[config.mk]
export PLATFORM = sky130hd
export DESIGN_NAME = rmii_rx_deframer
export DESIGN_NICKNAME = d
export VERILOG_FILES = /design/src/rtl/rmii_rx_deframer.sv
export SDC_FILE = /design/constraint.sdc
export NUM_CORES = 1
export LEC_CHECK = 0
export CAP_MARGIN = 20
export CORE_MARGIN = 2
export CORE_UTILIZATION = 65
export DETAILED_ROUTE_END_ITERATION = 10
export DONT_BUFFER_PORTS = 1
export PLACE_DENSITY = 0.84
export SLEW_MARGIN = 20
export SYNTH_ARGS = -nofsm -noshare
export SYNTH_HDL_FRONTEND = slang
export SYNTH_SLANG_ARGS = --single-unit
[constraint.sdc]
create_clock -name clk_50 -period 5.8 [get_ports clk_50]
set_input_delay 0.58 -clock clk_50 [delete_from_list [all_inputs] [get_ports clk_50]]
set_output_delay 0.58 -clock clk_50 [all_outputs]
set_load 0.02 [all_outputs]
[src/rtl/rmii_rx_deframer.sv]
// RMII receive deframer: 10/100 sample strobe, preamble/SFD lock, LSB-first
// byte assembly with carrier-drop toggle tolerance, jabber cut-off and frame statistics.
//
// state   | meaning
// IDLE    | no carrier, waiting for the first 01 preamble dibit
// PRE     | counting 01 preamble dibits, waiting for the 11 SFD dibit
// DATA    | assembling payload bytes until a double low carrier sample
// DISCARD | rejected or jabbering frame, waiting for end of carrier
module rmii_rx_deframer #(
    parameter int PRE_MIN   = 12,
    parameter int MAX_BYTES = 1536
) (
    input  logic        clk_50,
    input  logic        rx_reset_i,
    input  logic [1:0]  i_edutrxd,
    input  logic        i_edutrx_dv,
    input  logic        i_edutrx_er,
    input  logic        speed_10,
    output logic [7:0]  mii_rx_data_o,
    output logic        mii_rx_byte_received_o,
    output logic        mii_rx_frame_o,
    output logic        mii_rx_error_o,
    output logic [10:0] rx_byte_count_o,
    output logic [15:0] rx_frames_o,
    output logic [15:0] rx_drops_o
);

    typedef enum logic [1:0] {IDLE, PRE, DATA, DISCARD} state_t;

    localparam logic [4:0]  PRE_MIN_C = 5'(PRE_MIN);
    localparam logic [10:0] MAX_C     = 11'(MAX_BYTES);

    state_t      state_q, state_d;
    logic [4:0]  pre_cnt_q, pre_cnt_d;
    logic [1:0]  idx_q, idx_d;
    logic [5:0]  shift_q, shift_d;
    logic        low_q, low_d;
    logic [3:0]  div_q;
    logic        dv_prev_q;
    logic        smp;
    logic [7:0]  data_d;
    logic        strobe_d;
    logic        frame_d;
    logic        err_d;
    logic [10:0] bcnt_d;
    logic [15:0] frames_d;
    logic [15:0] drops_d;

    // At 10 Mb/s the divider is realigned to carrier rise so sampling lands mid-dibit.
    assign smp = speed_10 ? (div_q == 4'd4) : 1'b1;

    always_ff @(posedge clk_50) begin
        if (rx_reset_i) begin
            div_q     <= '0;
            dv_prev_q <= 1'b0;
        end else begin
            dv_prev_q <= i_edutrx_dv;
            if (state_q == IDLE && i_edutrx_dv && !dv_prev_q)
                div_q <= '0;
            else if (div_q == 4'd9)
                div_q <= '0;
            else
                div_q <= div_q + 4'd1;
        end
    end

    always_ff @(posedge clk_50) begin
        if (rx_reset_i) begin
            state_q                <= IDLE;
            pre_cnt_q              <= '0;
            idx_q                  <= '0;
            shift_q                <= '0;
            low_q                  <= 1'b0;
            mii_rx_data_o          <= '0;
            mii_rx_byte_received_o <= 1'b0;
            mii_rx_frame_o         <= 1'b0;
            mii_rx_error_o         <= 1'b0;
            rx_byte_count_o        <= '0;
            rx_frames_o            <= '0;
            rx_drops_o             <= '0;
        end else begin
            state_q                <= state_d;
            pre_cnt_q              <= pre_cnt_d;
            idx_q                  <= idx_d;
            shift_q                <= shift_d;
            low_q                  <= low_d;
            mii_rx_data_o          <= data_d;
            mii_rx_byte_received_o <= strobe_d;
            mii_rx_frame_o         <= frame_d;
            mii_rx_error_o         <= err_d;
            rx_byte_count_o        <= bcnt_d;
            rx_frames_o            <= frames_d;
            rx_drops_o             <= drops_d;
        end
    end

    always_comb begin
        state_d   = state_q;
        pre_cnt_d = pre_cnt_q;
        idx_d     = idx_q;
        shift_d   = shift_q;
        low_d     = low_q;
        data_d    = mii_rx_data_o;
        strobe_d  = 1'b0;
        frame_d   = mii_rx_frame_o;
        err_d     = mii_rx_error_o;
        bcnt_d    = rx_byte_count_o;
        frames_d  = rx_frames_o;
        drops_d   = rx_drops_o;
        if (smp) begin
            case (state_q)
                IDLE: begin
                    low_d = 1'b0;
                    if (i_edutrx_dv && i_edutrxd == 2'b01) begin
                        state_d   = PRE;
                        pre_cnt_d = 5'd1;
                    end
                end
                PRE: begin
                    low_d = 1'b0;
                    if (!i_edutrx_dv) begin
                        state_d = IDLE;
                    end else if (i_edutrxd == 2'b01) begin
                        if (pre_cnt_q != 5'd31)
                            pre_cnt_d = pre_cnt_q + 5'd1;
                    end else if (i_edutrxd == 2'b11 && pre_cnt_q >= PRE_MIN_C) begin
                        state_d = DATA;
                        idx_d   = '0;
                        bcnt_d  = '0;
                        err_d   = 1'b0;
                        frame_d = 1'b1;
                    end else begin
                        state_d = DISCARD;
                    end
                end
                DATA: begin
                    if (i_edutrx_er)
                        err_d = 1'b1;
                    if (i_edutrx_dv) begin
                        low_d = 1'b0;
                        if (rx_byte_count_o == MAX_C) begin
                            err_d   = 1'b1;
                            frame_d = 1'b0;
                            drops_d = rx_drops_o + 16'd1;
                            state_d = DISCARD;
                        end else begin
                            shift_d = {i_edutrxd, shift_q[5:2]};
                            idx_d   = idx_q + 2'd1;
                            if (idx_q == 2'd3) begin
                                data_d   = {i_edutrxd, shift_q};
                                strobe_d = 1'b1;
                                bcnt_d   = rx_byte_count_o + 11'd1;
                            end
                        end
                    end else if (low_q) begin
                        // Second consecutive low sample: genuine end of carrier.
                        state_d = IDLE;
                        frame_d = 1'b0;
                        low_d   = 1'b0;
                        if (idx_q != 2'd0) begin
                            err_d   = 1'b1;
                            drops_d = rx_drops_o + 16'd1;
                        end else if (!mii_rx_error_o) begin
                            frames_d = rx_frames_o + 16'd1;
                        end else begin
                            drops_d = rx_drops_o + 16'd1;
                        end
                    end else begin
                        low_d = 1'b1;
                    end
                end
                DISCARD: begin
                    if (i_edutrx_dv) begin
                        low_d = 1'b0;
                    end else if (low_q) begin
                        state_d = IDLE;
                        low_d   = 1'b0;
                    end else begin
                        low_d = 1'b1;
                    end
                end
                default: state_d = IDLE;
            endcase
        end
    end

endmodule

==> results.cfg <==
[worst_setup_path]
cpPeakStageDelay_ns = 0.55
path_buf_inv = 1
crit_chain = inv_1 > ha_1 > or4b_4 > nor4_4 > o2111ai_2 > or4_1 > a21oi_1
worstSetupEndpointType = register
crit_type = register to register
critPathLaunchType = register
worstPathArrival_ns = 2.98
crit_fanout = 12
cp_slowest_cell = or4_1
worstPathRequired_ns = 6.09
crit_family = simple AND/OR/NAND/NOR gates

[power]
swShare = 0.228
p_switching_uw = 213
p_leak_uw = 0.00138
clkPwrFrac = 0.424
power_density_nw_per_um2 = 241
share_comb_of_total_power = 0.020
max-vdd-ir-drop_mv = 0.194
p_seq_frac = 0.556
p_int_uw = 722

[logic_synthesis]
async_reset_ff_frac = 0
ys.warnings.count = 0
syn_area_sq_um = 3670
avgSynthCellArea_sq_um = 8.74
yosysUniqueCellTypes = 62
netlist_instances = 420
synth_edf_count = 0
ys.flop_type = dfxtp_1
syn_nets = 439
ys_seq_area_frac = 0.409
ys_ff_latch = 75

[sta]
setup_ws_ns = 3.11
setup_viol = 0
fin_tns_setup_ns = 0
slew_violations = 0
period_share = 0.464
skew_ns = 0.0122
finalHoldViolCount = 0
worstMarginPinSlew_ns = 0.891
period_needed_ns = 2.69
fmax_mhz = 372
relSlewSlack = 0.405
rsz0062_at_grt = false

[clocking]
root_buffer = clkbuf_8
postCtsSetupBuffers = 0
cts_tree = done
cts.sinks = 75
cts_buffer_depth = 2
cts_max_level = 3
clk_pin_slew_ns = 0.08
cts_made_buffers = 9
ctsHoldBuffers = 0
postCtsResizedCells = 0
worstSkewPairLatency_ns = 0.36

[drt]
drt-total-wl_mm = 7.42
drt_pre_antenna_iters = 4
detail_route.wl_per_cell_um = 15.1
drt_iter0_markers = 153
vias_per_cell = 5.99
vias = 2941
remaining_drc_errors = 0
detail-route-antenna-nets = 0

[finish]
design_area_sq_um = 3880
mostFrequentLayoutCells = 75 x dfxtp_1, 52 x nor2_1, 27 x nand2_1
area_growth_pct = 5.83
stdcell_count = 491
final_common_cell = dfxtp_1
antenna-diode-count = 0
final_util = 0.710
fin_nets = 433
nFillCells = 467
drive_gt1_frac = 0.0740

[global_routing]
grt_max_degree = 75
grt_pass1_vias = 2699
grt_use_total = 0.243
antenna_found_initial = 0
grt_first_pass_wirelength_mm = 12.1
grt.overflow.total = 0

[die]
core_region_area_sq_um = 5470
die_area_sq_um = 6260
die_h_um = 79.2
ios = 61
fp.dieW_um = 79.2
floorplan.initialDensity = 0.671
rows = 27

[place]
port_buffers = 0
placed_area_sq_um = 3690
preCtsSetupSlack_ns = 3.16
dpl.hpwl_mm = 5.05
gp_congestion = 0.757
place_inst = 475

[flow_run]
cap_violations = 0

[min_path]
hold_class = input pin to register

[outcome]
status = complete, no violations
## Yosys cell counts (4+ instances only)
library cell,number,share of area
nor2b_1,8,0.014
o21ai_0,12,0.016
mux2i_1,16,0.044
nand4_1,7,0.012
nand2b_1,12,0.020
o31ai_1,6,0.012
o211ai_1,4,0.0082
o21ai_1,6,0.0082
inv_1,23,0.024
ha_1,12,0.041
a31oi_1,4,0.0068
or3_1,9,0.015
xor2_1,14,0.033
nand3_1,22,0.030
clkbuf_1,13,0.013
nand2_1,27,0.028
nor2_1,52,0.053
nor3_1,5,0.0068
dfxtp_1,75,0.41
xnor2_1,10,0.024
a21oi_1,17,0.023
or4_1,4,0.0082
## sequential cells by signal (all words and copies together), names as in the netlist, 2 cells and up
signal / cells
rx_frames_o: 16
pre_cnt_q: 5
mii_rx_data_o: 8
rx_drops_o: 16
state_q: 2
rx_byte_count_o: 11
div_q: 4
shift_q: 6
idx_q: 2
## layer usage
metal | vias to the layer above | global-route usage | part of all wire
met3 | 8 | 0.0852 | 0.069
met4 | 0 | 0.0983 | 0.0092
met2 | 83 | 0.401 | 0.48
met1 | 1378 | 0.287 | 0.44
li1 | 1472 | - | -
met5 | - | 0 | 0
## cells by family (layout without fill, tap and decap cells)
logic type | Yosys count | count (layout) | synth area share
compound gates | 78 | 78 | 0.152
xor+xnor | 24 | 24 | 0.0573
fa+ha+maj | 12 | 12 | 0.0409
buf+inv | 40 | 39 | 0.0416
flops | 75 | 75 | 0.409
mux | 18 | 18 | 0.0498
simple gates | 173 | 173 | 0.249
## worst paths after layout
kind	from	endpoint	slack, ns	cells after the start
setup / recovery	rx_byte_count_o[0]$_SDFFE_PP0P_	rx_drops_o[14]$_SDFFE_PP0P_	3.11	7
hold / removal	rx_reset_i	low_q$_SDFFE_PP0N_	0.30	1
setup reg to reg	rx_byte_count_o[0]$_SDFFE_PP0P_	rx_drops_o[14]$_SDFFE_PP0P_	3.11	7
hold reg to reg	div_q[0]$_SDFF_PP0_	div_q[0]$_SDFF_PP0_	0.48	1
## power groups by stage
stage                     registers (uW)  logic, uW  clock network, uW
after floorplan                      531       25.2                  0
after global placement               532       17.9                  0
after detailed placement             532       18.6                  0
after CTS                            520       18.7                400
after global routing                 521       20.8                424
final                                520       18.7                396
## through the flow
step	total power [uW]	hold slack (ns)
after CTS	939	0.275
final	935	0.305
after global placement	550	0.460
after detailed placement	551	0.472
after global routing	966	0.273
after floorplan	556	0.445
## layout make-up
| type | count | area, sq um | area share |
|---|---|---|---|
| Multi-Input combinational cell | 305 | 2020 | 0.519 |
| Sequential cell | 75 | 1500 | 0.386 |
| Clock buffer | 9 | 124 | 0.0319 |
| Tap cell | 72 | 90.1 | 0.0232 |
| Inverter | 23 | 86.3 | 0.0222 |
| Clock inverter | 7 | 66.3 | 0.0171 |
(Power assumes the default switching activity.)
